File: src/rtl/fwd_hazard_ctrl_if.sv
// Decode-side bundle between the ID/EX pipeline register and the forwarding/hazard controller.
// The master is the pipeline (drives the ID fields), the slave is the controller (drives selects and controls).
interface fwd_hazard_ctrl_if #(
  parameter int REG_ADDR_W = 5,
  parameter int CNT_W      = 32
);
  // id_valid qualifies every id_* field in the same cycle; there is no ready,
  // backpressure is expressed through stall_if_id / bubble_ex instead.
  logic                  id_valid;
  logic [REG_ADDR_W-1:0] id_rs1;
  logic [REG_ADDR_W-1:0] id_rs2;
  logic                  id_uses_rs1;
  logic                  id_uses_rs2;
  logic [REG_ADDR_W-1:0] id_rd;
  logic                  id_reg_we;
  logic [1:0]            id_wb_sel;
  logic                  id_asel_pc;
  logic                  id_bsel_imm;
  logic                  ex_br_taken;

  logic [1:0]            alu_a_sel;
  logic [1:0]            alu_b_sel;
  logic [1:0]            store_fwd_sel;
  logic                  stall_if_id;
  logic                  bubble_ex;
  logic                  flush_if_id;
  logic [CNT_W-1:0]      stall_cnt;
  logic [CNT_W-1:0]      flush_cnt;
  // Stage trackers {ex, mem, wb}, each {valid, rd, we, is_load}.
  logic [3*(REG_ADDR_W+3)-1:0] trk_dbg;

  modport master (
    output id_valid, id_rs1, id_rs2, id_uses_rs1, id_uses_rs2, id_rd,
           id_reg_we, id_wb_sel, id_asel_pc, id_bsel_imm, ex_br_taken,
    input  alu_a_sel, alu_b_sel, store_fwd_sel, stall_if_id, bubble_ex,
           flush_if_id, stall_cnt, flush_cnt, trk_dbg
  );

  modport slave (
    input  id_valid, id_rs1, id_rs2, id_uses_rs1, id_uses_rs2, id_rd,
           id_reg_we, id_wb_sel, id_asel_pc, id_bsel_imm, ex_br_taken,
    output alu_a_sel, alu_b_sel, store_fwd_sel, stall_if_id, bubble_ex,
           flush_if_id, stall_cnt, flush_cnt, trk_dbg
  );
endinterface

File: src/rtl/fwd_hazard_ctrl.sv
// EX-stage operand forwarding selects plus load-use stall and branch flush control.
// Selects are computed at decode and registered so they are valid when the instruction sits in EX.
module fwd_hazard_ctrl #(
  parameter int REG_ADDR_W = 5,
  parameter int CNT_W      = 32
) (
  input  logic              clock,
  input  logic              reset_n,
  fwd_hazard_ctrl_if.slave  bus
);

  localparam logic [1:0] WB_DMEM  = 2'b00;
  localparam logic [1:0] SEL_REG  = 2'b00;
  localparam logic [1:0] SEL_ALT  = 2'b01;
  localparam logic [1:0] SEL_MEM  = 2'b10;
  localparam logic [1:0] SEL_WB   = 2'b11;

  logic                  ex_valid, ex_we, ex_is_load;
  logic [REG_ADDR_W-1:0] ex_rd;
  logic                  mem_valid, mem_we, mem_is_load;
  logic [REG_ADDR_W-1:0] mem_rd;
  logic                  wb_valid, wb_we, wb_is_load;
  logic [REG_ADDR_W-1:0] wb_rd;

  logic ex_match_rs1, ex_match_rs2, mem_match_rs1, mem_match_rs2;
  logic load_use, advance;
  logic [1:0] fwd_rs1, fwd_rs2;
  logic [1:0] a_next, b_next, s_next;

  // x0 never produces a forwardable value, so it is excluded from every match.
  assign ex_match_rs1  = ex_valid  && ex_we  && (ex_rd  == bus.id_rs1) && (bus.id_rs1 != '0) && bus.id_uses_rs1;
  assign ex_match_rs2  = ex_valid  && ex_we  && (ex_rd  == bus.id_rs2) && (bus.id_rs2 != '0) && bus.id_uses_rs2;
  assign mem_match_rs1 = mem_valid && mem_we && (mem_rd == bus.id_rs1) && (bus.id_rs1 != '0) && bus.id_uses_rs1;
  assign mem_match_rs2 = mem_valid && mem_we && (mem_rd == bus.id_rs2) && (bus.id_rs2 != '0) && bus.id_uses_rs2;

  assign load_use = bus.id_valid && ex_is_load && (ex_match_rs1 || ex_match_rs2);

  // A taken branch discards the ID instruction, so it overrides any load-use stall.
  assign bus.flush_if_id = bus.ex_br_taken;
  assign bus.stall_if_id = load_use && !bus.ex_br_taken;
  assign bus.bubble_ex   = load_use || bus.ex_br_taken;
  assign advance         = bus.id_valid && !bus.bubble_ex;

  // The youngest producer (EX) wins over MEM.
  assign fwd_rs1 = ex_match_rs1 ? SEL_MEM : (mem_match_rs1 ? SEL_WB : SEL_REG);
  assign fwd_rs2 = ex_match_rs2 ? SEL_MEM : (mem_match_rs2 ? SEL_WB : SEL_REG);

  always_comb begin
    a_next = SEL_REG;
    b_next = SEL_REG;
    s_next = SEL_REG;
    if (advance) begin
      a_next = bus.id_asel_pc  ? SEL_ALT : fwd_rs1;
      b_next = bus.id_bsel_imm ? SEL_ALT : fwd_rs2;
      s_next = fwd_rs2;
    end
  end

  always_ff @(posedge clock or negedge reset_n) begin
    if (!reset_n) begin
      ex_valid    <= 1'b0;
      ex_we       <= 1'b0;
      ex_is_load  <= 1'b0;
      ex_rd       <= '0;
      mem_valid   <= 1'b0;
      mem_we      <= 1'b0;
      mem_is_load <= 1'b0;
      mem_rd      <= '0;
      wb_valid    <= 1'b0;
      wb_we       <= 1'b0;
      wb_is_load  <= 1'b0;
      wb_rd       <= '0;
    end else begin
      wb_valid    <= mem_valid;
      wb_we       <= mem_we;
      wb_is_load  <= mem_is_load;
      wb_rd       <= mem_rd;
      mem_valid   <= ex_valid;
      mem_we      <= ex_we;
      mem_is_load <= ex_is_load;
      mem_rd      <= ex_rd;
      ex_valid    <= advance;
      ex_we       <= advance && bus.id_reg_we;
      ex_is_load  <= advance && bus.id_reg_we && (bus.id_wb_sel == WB_DMEM);
      ex_rd       <= advance ? bus.id_rd : '0;
    end
  end

  always_ff @(posedge clock or negedge reset_n) begin
    if (!reset_n) begin
      bus.alu_a_sel     <= SEL_REG;
      bus.alu_b_sel     <= SEL_REG;
      bus.store_fwd_sel <= SEL_REG;
    end else begin
      bus.alu_a_sel     <= a_next;
      bus.alu_b_sel     <= b_next;
      bus.store_fwd_sel <= s_next;
    end
  end

  // Performance counters saturate at all-ones rather than wrapping.
  always_ff @(posedge clock or negedge reset_n) begin
    if (!reset_n) begin
      bus.stall_cnt <= '0;
      bus.flush_cnt <= '0;
    end else begin
      if (bus.stall_if_id && (bus.stall_cnt != '1))
        bus.stall_cnt <= bus.stall_cnt + CNT_W'(1);
      if (bus.flush_if_id && (bus.flush_cnt != '1))
        bus.flush_cnt <= bus.flush_cnt + CNT_W'(1);
    end
  end

  assign bus.trk_dbg = {ex_valid,  ex_rd,  ex_we,  ex_is_load,
                        mem_valid, mem_rd, mem_we, mem_is_load,
                        wb_valid,  wb_rd,  wb_we,  wb_is_load};

endmodule

File: src/flat_wrapper.sv
// flat-port wrapper written by rule: the top's interface ports become plain ports
module fwd_hazard_ctrl_flat 
#(
  parameter int REG_ADDR_W = 5,
  parameter int CNT_W      = 32
)
  (clock, reset_n, bus_id_valid, bus_id_rs1, bus_id_rs2, bus_id_uses_rs1, bus_id_uses_rs2, bus_id_rd, bus_id_reg_we, bus_id_wb_sel, bus_id_asel_pc, bus_id_bsel_imm, bus_ex_br_taken, bus_alu_a_sel, bus_alu_b_sel, bus_store_fwd_sel, bus_stall_if_id, bus_bubble_ex, bus_flush_if_id, bus_stall_cnt, bus_flush_cnt, bus_trk_dbg);
  fwd_hazard_ctrl_if #(.REG_ADDR_W(REG_ADDR_W), .CNT_W(CNT_W)) bus_i ();
  input  logic clock;
  input  logic reset_n;
  input wire logic [$bits(bus_i.id_valid)-1:0] bus_id_valid;
  input wire logic [$bits(bus_i.id_rs1)-1:0] bus_id_rs1;
  input wire logic [$bits(bus_i.id_rs2)-1:0] bus_id_rs2;
  input wire logic [$bits(bus_i.id_uses_rs1)-1:0] bus_id_uses_rs1;
  input wire logic [$bits(bus_i.id_uses_rs2)-1:0] bus_id_uses_rs2;
  input wire logic [$bits(bus_i.id_rd)-1:0] bus_id_rd;
  input wire logic [$bits(bus_i.id_reg_we)-1:0] bus_id_reg_we;
  input wire logic [$bits(bus_i.id_wb_sel)-1:0] bus_id_wb_sel;
  input wire logic [$bits(bus_i.id_asel_pc)-1:0] bus_id_asel_pc;
  input wire logic [$bits(bus_i.id_bsel_imm)-1:0] bus_id_bsel_imm;
  input wire logic [$bits(bus_i.ex_br_taken)-1:0] bus_ex_br_taken;
  output wire logic [$bits(bus_i.alu_a_sel)-1:0] bus_alu_a_sel;
  output wire logic [$bits(bus_i.alu_b_sel)-1:0] bus_alu_b_sel;
  output wire logic [$bits(bus_i.store_fwd_sel)-1:0] bus_store_fwd_sel;
  output wire logic [$bits(bus_i.stall_if_id)-1:0] bus_stall_if_id;
  output wire logic [$bits(bus_i.bubble_ex)-1:0] bus_bubble_ex;
  output wire logic [$bits(bus_i.flush_if_id)-1:0] bus_flush_if_id;
  output wire logic [$bits(bus_i.stall_cnt)-1:0] bus_stall_cnt;
  output wire logic [$bits(bus_i.flush_cnt)-1:0] bus_flush_cnt;
  output wire logic [$bits(bus_i.trk_dbg)-1:0] bus_trk_dbg;
  assign bus_i.id_valid = bus_id_valid;
  assign bus_i.id_rs1 = bus_id_rs1;
  assign bus_i.id_rs2 = bus_id_rs2;
  assign bus_i.id_uses_rs1 = bus_id_uses_rs1;
  assign bus_i.id_uses_rs2 = bus_id_uses_rs2;
  assign bus_i.id_rd = bus_id_rd;
  assign bus_i.id_reg_we = bus_id_reg_we;
  assign bus_i.id_wb_sel = bus_id_wb_sel;
  assign bus_i.id_asel_pc = bus_id_asel_pc;
  assign bus_i.id_bsel_imm = bus_id_bsel_imm;
  assign bus_i.ex_br_taken = bus_ex_br_taken;
  assign bus_alu_a_sel = bus_i.alu_a_sel;
  assign bus_alu_b_sel = bus_i.alu_b_sel;
  assign bus_store_fwd_sel = bus_i.store_fwd_sel;
  assign bus_stall_if_id = bus_i.stall_if_id;
  assign bus_bubble_ex = bus_i.bubble_ex;
  assign bus_flush_if_id = bus_i.flush_if_id;
  assign bus_stall_cnt = bus_i.stall_cnt;
  assign bus_flush_cnt = bus_i.flush_cnt;
  assign bus_trk_dbg = bus_i.trk_dbg;
  fwd_hazard_ctrl #(.REG_ADDR_W(REG_ADDR_W), .CNT_W(CNT_W)) u_core (.clock(clock), .reset_n(reset_n), .bus(bus_i));
endmodule
File: config.mk
export PLATFORM = sky130hd
export DESIGN_NAME = fwd_hazard_ctrl_flat
export DESIGN_NICKNAME = d
export VERILOG_FILES = /design/src/rtl/fwd_hazard_ctrl_if.sv /design/src/rtl/fwd_hazard_ctrl.sv /design/src/flat_wrapper.sv
export SDC_FILE = /design/constraint.sdc
export NUM_CORES = 1
export LEC_CHECK = 0
export ABC_AREA = 1
export CAP_MARGIN = 10
export CORE_MARGIN = 8
export CORE_UTILIZATION = 46
export DETAILED_ROUTE_END_ITERATION = 16
export PLACE_DENSITY = 0.74
export SLEW_MARGIN = 20
export SYNTH_ARGS = -nofsm -noshare
export SYNTH_HDL_FRONTEND = slang
export SYNTH_SLANG_ARGS = --single-unit
File: constraint.sdc
create_clock -name clock -period 1.5 [get_ports clock]
set_clock_uncertainty 0.05 [all_clocks]
set_input_delay 0.3 -clock clock [delete_from_list [all_inputs] [get_ports clock]]
set_output_delay 0.3 -clock clock [all_outputs]
set_load 0.02 [all_outputs]
==> results of run 1 <==
how the worst max path moves through the flow:
stage                            startpoint                  endpoint  slack [ns]  depth (start not counted)
detailed placement            bus_id_rs1[0]             bus_bubble_ex       -1.04                          9
global route                u_core.ex_rd[3]           bus_stall_if_id       -0.61                          8
global placement              bus_id_rs1[0]             bus_bubble_ex       -1.00                          9
finish                      u_core.ex_rd[3]           bus_stall_if_id       -0.53                          8
CTS                         u_core.ex_rd[1]           bus_stall_if_id       -0.48                          8
floorplan           u_core.bus.stall_cnt[0]  u_core.bus.stall_cnt[20]       -0.22                         11
cells by family after synthesis:
logic type                 share of synthesized area, %
buffers and inverters                             7.161
xor gates and xnor gates                          10.92
AOI/OAI and AO/OA                                 1.347
DFF                                               44.43
adders and majority gates                        0.4726
and+or+nand+nor                                   35.67
critical path: stages, from the launching register on:
cell,delay (ns)
dfrtp_2,0.46
xnor2_2,0.17
nand2_1,0.09
nor2_1,0.13
nand2_2,0.09
nand2_4,0.12
nand3_4,0.08
inv_2,0.08
buf_6,0.11
what timing repair did:
| action | CTS | global route |
|---|---|---|
| hold buffers | 1 | 0 |
| setup endpoints to repair | 174 | 104 |
| gates cloned | 3 | 0 |
| endpoints found under the hold margin | 94 | 0 |
| gates resized for setup | 403 | 141 |
| buffers inserted | 26 | 15 |
| pin swaps | 28 | 39 |
stage by stage:
| stage | instance area, um2 | setup slack (ns) | util (%) |
|---|---|---|---|
| after floorplan | 5485 | -0.2191 | - |
| after CTS | 8783 | -0.4752 | 77.59 |
| after global routing | 9159 | -0.6085 | 80.90 |
| final | 9159 | -0.5333 | 80.90 |
| after global placement | 8046 | -1.002 | 71.08 |
| after detailed placement | 8046 | -1.043 | 71.08 |
where the power goes:
part	total [mW]	switching (mW)	internal [mW]
combinational	1.28	0.703	0.572
clock	2.45	1.05	1.40
sequential	2.79	0.125	2.67
sequential cells by signal (all words and copies together) (netlist names):
name                      cells
u_core.mem_is_load            1
u_core.mem_we                 1
u_core.ex_we                  1
u_core.wb_is_load             1
u_core.bus.flush_cnt         32
u_core.wb_we                  1
u_core.bus.alu_a_sel          2
u_core.wb_valid               1
u_core.mem_rd                 5
u_core.wb_rd                  5
u_core.ex_rd                  5
u_core.ex_is_load             1
u_core.bus.store_fwd_sel      2
u_core.bus.stall_cnt         32
u_core.mem_valid              1
u_core.bus.alu_b_sel          2
u_core.ex_valid               1
routing by layer:
metal	global-route usage, %	vias up
li1	-	2777
met1	28.37	2889
met2	43.97	290
met3	5.114	68
met4	11.06	0
met5	0	-
Yosys cell counts (all sizes together):
| cell type | number |
|---|---|
| nor3 | 18 |
| nor2 | 101 |
| a21oi | 5 |
| nand3 | 20 |
| dfrtp | 94 |
| xor2 | 39 |
| inv | 58 |
| a21boi | 1 |
| o22ai | 1 |
| o21ai | 5 |
| nand4 | 18 |
| nor4 | 1 |
| buf | 19 |
| nand3b | 6 |
| nand2 | 270 |
| ha | 2 |
| or2 | 2 |
| xnor2 | 27 |
cells in the final DEF (no fill, tap or decap), types with 10 or more instances in the layout:
cell type and instances:
dfrtp_2 29, nand2_1 210, nor2_1 48, inv_1 45, nand2_4 19, buf_2 60
xnor2_1 22, buf_6 37, buf_12 11, nand2_2 40, clkdlybuf4s50_1 13, dfrtp_1 65
buf_4 168, inv_2 11, nor3_1 11, dlygate4sd2_1 28, xor2_1 36, nor2_2 24
nand3_1 10, nor2_4 29, nand4_1 17
area by class of cell:
class	instances	area, um2
Sequential cell	94	2389
Inverter	58	236.5
Multi-Input combinational cell	517	3286
Fill cell	638	2162
Tap cell	143	178.9
Clock buffer	11	252.7
Timing Repair Buffer	331	2750
Clock inverter	5	66.31
==> flow_metrics.py, run 1 <==
metrics = {
    "status": {
        "status": "complete, but fails checks",
        "violations": "negative setup slack",
    },
    "critical_path": {
        "r2r_end": "u_core.bus.stall_cnt[24]",
        "r2r_slack_ns": -0.47,
        "r2r_cells": 12,
        "crit_arrival_ns": 1.68,
        "critPathRequiredTime_ns": 1.15,
        "worstSetupPathType": "register to output pin",
        "crit_fanout": 4,
        "worstSetupEndpointType": "output pin",
        "r2r_start": "u_core.ex_rd[3]",
        "critPathLaunchType": "register",
    },
    "clocking": {
        "cts_tree": "done",
        "clk_pin_slew_ns": 0.07,
        "cts_buffer_depth": 2,
        "root_buffer": "clkbuf_16",
        "clock_sinks": 94,
        "numCtsBuffers": 9,
        "h-tree-depth": 3,
        "clock_latency_ns": 0.36,
    },
    "power": {
        "power.density_mw_per_mm2": 711.1,
        "power_mw": 6.513,
        "p_leak_nw": 4.884,
        "vdd_drop_max_mv": 0.9787,
    },
    "grt": {
        "grt_pass1_vias": 6047,
        "overflow": 0,
        "grt_pass1_wl_mm": 29.60,
        "grt.total_usage_pct": 24.84,
        "grt_max_degree": 95,
        "antenna_found_initial": 0,
    },
    "placement": {
        "io_buffers": 122,
        "dpl.hpwl_mm": 12.31,
        "dp.cells": 1106,
        "gp_congestion": 0.8983,
    },
    "hold_path": {
        "hold_class": "register to register",
        "min_from": "u_core.mem_is_load",
        "hold_depth": 0,
        "hold_end": "u_core.wb_is_load",
    },
    "synthesis": {
        "synthDistinctLibCells": 29,
        "netlist_top_cells_area": "dfrtp_1 44%, nand2_1 19%, nor2_1 6.5%",
        "yosysSeqAreaShare_pct": 44.43,
        "ys.warnings.count": 0,
        "ys_ff_latch": 94,
        "synth_area_mm2": 0.005294,
        "synth.avg_cell_area_um2": 7.706,
        "synthesis.nets": 715,
        "yosys.area.top_type_share_pct": 44.43,
        "synthCells": 687,
        "yosysTopAreaCell": "dfrtp_1",
    },
    "detailed_routing": {
        "wl_met2_mm": 10.70,
        "via_per_inst": 5.198,
        "wl_met1_mm": 7.708,
        "top_layer": "met4",
        "vias": 6024,
        "drc": 0,
        "wl_mm": 20.64,
        "drt-pass1-iter-count": 5,
        "antenna_left": 0,
        "drtIter0Drc": 529,
        "met3WireLength_mm": 1.476,
        "wl_per_cell_um": 17.81,
    },
    "sta": {
        "slew-limit-headroom_pct": 64.97,
        "timing.hold.ws_ns": 0.3361,
        "layout_min_cycle_time_ns": 2.033,
        "max_freq_mhz": 491.8,
        "setup_violations": 81,
        "tightest_slew_ns": 0.5254,
        "rsz0062_at_grt": "true",
        "hold_viol": 0,
        "fin_ws_ns": -0.5333,
        "fin_crit_sh_pct": 135.6,
        "final.setup.tns_ns": -21.35,
        "drv_slew": 0,
    },
    "final_layout": {
        "antennaDiodeCount": 0,
        "nets": 1039,
        "drive_gt1_share_pct": 48.23,
        "final_cell_count_no_fill": 1159,
        "area.growth.synth_to_final_pct": 73.01,
    },
    "die": {
        "core_mm2": 0.01132,
        "floorplan.die.height_um": 123.3,
        "initial_utilization_pct": 46.76,
        "die_width_um": 123.3,
        "core.rowCount": 39,
        "die_area_mm2": 0.01520,
        "io-pin-count": 123,
    },
    "job": {
        "maxCapViolCount": 0,
    },
}
No activity file was read; power rests on OpenSTA's default activity.
==> inputs of run 2 (changes only) <==
--- a/config.mk
+++ b/config.mk
@@ -8,9 +8,10 @@
 export ABC_AREA = 1
 export CAP_MARGIN = 10
 export CORE_MARGIN = 8
-export CORE_UTILIZATION = 46
+export CORE_UTILIZATION = 50
 export DETAILED_ROUTE_END_ITERATION = 16
-export PLACE_DENSITY = 0.74
+export PLACE_DENSITY = 0.77
+export REMOVE_ABC_BUFFERS = 1
 export SLEW_MARGIN = 20
 export SYNTH_ARGS = -nofsm -noshare
 export SYNTH_HDL_FRONTEND = slang
==> constraint.sdc (replaced) <==
create_clock -name clock -period 2.2 [get_ports clock]
set_clock_uncertainty 0.05 [all_clocks]
set_input_delay 0.44 -clock clock [delete_from_list [all_inputs] [get_ports clock]]
set_output_delay 0.44 -clock clock [all_outputs]
set_load 0.02 [all_outputs]
==> run 2 against run 1 <==
The run ends with negative hold slack left. Clock power down 48%. First-iteration DRC count decreased by 41%. Routed wire length decreased by 27%. Critical endpoint unchanged. Critical path depth unchanged.
==> flow_metrics.py, run 2 (same netlist as run 1, synthesis figures left out) <==
metrics = {
    "sta": {
        "fin_crit_sh_pct": 97.05,
        "max_freq_mhz": 468.4,
        "timing.hold.ws_ns": -0.001082,
        "drv_slew": 0,
        "slew-limit-headroom_pct": 63.02,
        "setup_violations": 0,
        "rsz0062_at_grt": "true",
        "layout_min_cycle_time_ns": 2.135,
        "hold_viol": 1,
        "tightest_slew_ns": 0.5547,
        "final.setup.tns_ns": 0,
    },
    "critical_path": {
        "critPathSlowestCell": "dfrtp_2",
        "worstSetupPathType": "register to output pin",
        "crit_arrival_ns": 1.65,
        "r2r_end": "u_core.bus.stall_cnt[19]",
        "r2r_cells": 10,
        "max_stage_delay_ns": 0.46,
        "worstSetupEndpointType": "output pin",
        "r2r_start": "u_core.bus.stall_cnt[0]",
        "critPathLaunchType": "register",
        "crit_fanout": 5,
        "cp_num_buf_inv": 2,
        "worstPathCellList": "xnor2_1 -> nand2_1 -> nor2_1 -> nand2_2 -> nand2_4 -> nand3_4 -> inv_2 -> buf_6",
        "cp_top_family": "flip-flops",
        "r2r_slack_ns": 0.16,
        "critPathRequiredTime_ns": 1.71,
    },
    "detailed_routing": {
        "wl_per_cell_um": 15.42,
        "via_per_inst": 5.038,
        "wl_met1_mm": 6.344,
        "antenna_left": 0,
        "top_layer": "met4",
        "wl_met2_mm": 7.439,
        "wl_mm": 14.99,
        "drc": 0,
        "drtIter0Drc": 314,
        "vias": 4897,
        "met3WireLength_um": 993,
        "drt-pass1-iter-count": 4,
    },
    "final_layout": {
        "seqCellArea_mm2": 0.002354,
        "nets": 859,
        "final_common_cell": "nand2_1",
        "top_regs": "u_core.bus.flush_cnt: 32 flops, u_core.bus.stall_cnt: 32 flops",
        "antennaDiodeCount": 0,
        "multiInputGateArea_mm2": 0.002599,
        "area.growth.synth_to_final_pct": 32.69,
        "drive_gt1_share_pct": 10.65,
        "layout_common_cells": "261 x nand2_1, 106 x clkdlybuf4s50_1, 93 x dfrtp_1",
        "nFillCells": 913,
    },
    "die": {
        "initial_utilization_pct": 51.28,
        "core_mm2": 0.01032,
        "die_width_um": 118.9,
        "die_area_mm2": 0.01414,
        "core.rowCount": 37,
        "floorplan.die.height_um": 118.9,
        "io-pin-count": 123,
    },
    "power": {
        "power_mw": 3.779,
        "power.density_mw_per_mm2": 537.9,
        "vdd_drop_max_mv": 0.5849,
        "p_leak_nw": 3.329,
    },
    "grt": {
        "grt.total_usage_pct": 21.61,
        "grt_pass1_vias": 4950,
        "grt_max_degree": 42,
        "grt_pass1_wl_mm": 25.10,
        "overflow": 0,
        "antenna_found_initial": 0,
    },
    "placement": {
        "gp_congestion": 0.9020,
        "dpl.hpwl_mm": 11.49,
        "io_buffers": 122,
    },
    "job": {
        "maxCapViolCount": 0,
    },
    "clocking": {
        "cts_buffer_depth": 2,
        "clk_pin_slew_ns": 0.10,
        "h-tree-depth": 3,
        "numCtsBuffers": 9,
        "clock_latency_ns": 0.36,
        "root_buffer": "clkbuf_8",
        "cts_tree": "done",
        "clock_sinks": 94,
    },
    "status": {
        "violations": "negative hold slack",
        "status": "complete, but fails checks",
    },
    "hold_path": {
        "hold_class": "input pin to async pin",
    },
}
## run 2: worst max-delay path by stage
stage	depth (start not counted)	slack [ns]	start	endpoint
final	8	0.06	u_core.ex_rd[3]	bus_stall_if_id
after floorplan	9	0.20	u_core.bus.stall_cnt[0]	u_core.bus.stall_cnt[0]
after global routing	8	-0.01	u_core.ex_rd[0]	bus_bubble_ex
after global placement	9	-0.55	bus_id_rs1[0]	bus_bubble_ex
after detailed placement	9	-0.60	bus_id_rs1[0]	bus_bubble_ex
after CTS	10	0.009	bus_id_uses_rs2	bus_bubble_ex
## run 2: timing repair
item	4_1_cts	5_1_grt
hold buffers	0	0
resized for setup	30	8
pin swaps	4	5
setup endpoints to repair	2	13
setup buffers	0	2
## run 2: final cells by class
class	count	area share (%)
Inverter	58	3.099
Timing Repair Buffer	152	20.82
Clock inverter	6	1.336
Clock buffer	10	1.817
Multi-Input combinational cell	516	37.00
Sequential cell	94	33.51
Tap cell	136	2.423
## run 2: metal layers
| layer | vias up | GRT usage (%) |
|---|---|---|
| li1 | 2403 | - |
| met1 | 2317 | 26.57 |
| met2 | 159 | 37.76 |
| met3 | 18 | 3.684 |
| met4 | 0 | 7.036 |
| met5 | - | 0 |
## run 2: worst register-to-register path: cells and delay by family, from the launching register on
family,cells,cell delay (ns)
DFF,1,0.45
adders and majority gates,1,0.28
and+or+nand+nor,7,1.07
buffers and inverters,2,0.13
## run 2: per-stage QoR
step           util [%]  cell area, um2  instances  setup WS, ns
6_report          68.04            7024        972       0.06492
5_1_grt           68.04            7024        972      -0.01356
4_1_cts           67.66            6985        970      0.009138
3_5_place_dp      65.45            6756        954       -0.6026
3_3_place_gp      65.45            6756        954       -0.5496
2_1_floorplan         -            5132        668        0.2030
## run 2: report_power, final
part	internal (mW)	switching [mW]
clock	0.653	0.629
combinational	0.277	0.310
sequential	1.81	0.102
total	2.74	1.04
==> inputs of run 3 (changes only) <==
--- a/config.mk
+++ b/config.mk
@@ -9,6 +9,7 @@
 export CAP_MARGIN = 10
 export CORE_MARGIN = 8
 export CORE_UTILIZATION = 50
+export CTS_CLUSTER_SIZE = 20
 export DETAILED_ROUTE_END_ITERATION = 16
 export PLACE_DENSITY = 0.77
 export REMOVE_ABC_BUFFERS = 1
==> results of run 3 <==
Final layout, timing and power as in run 2 (identical DEF).
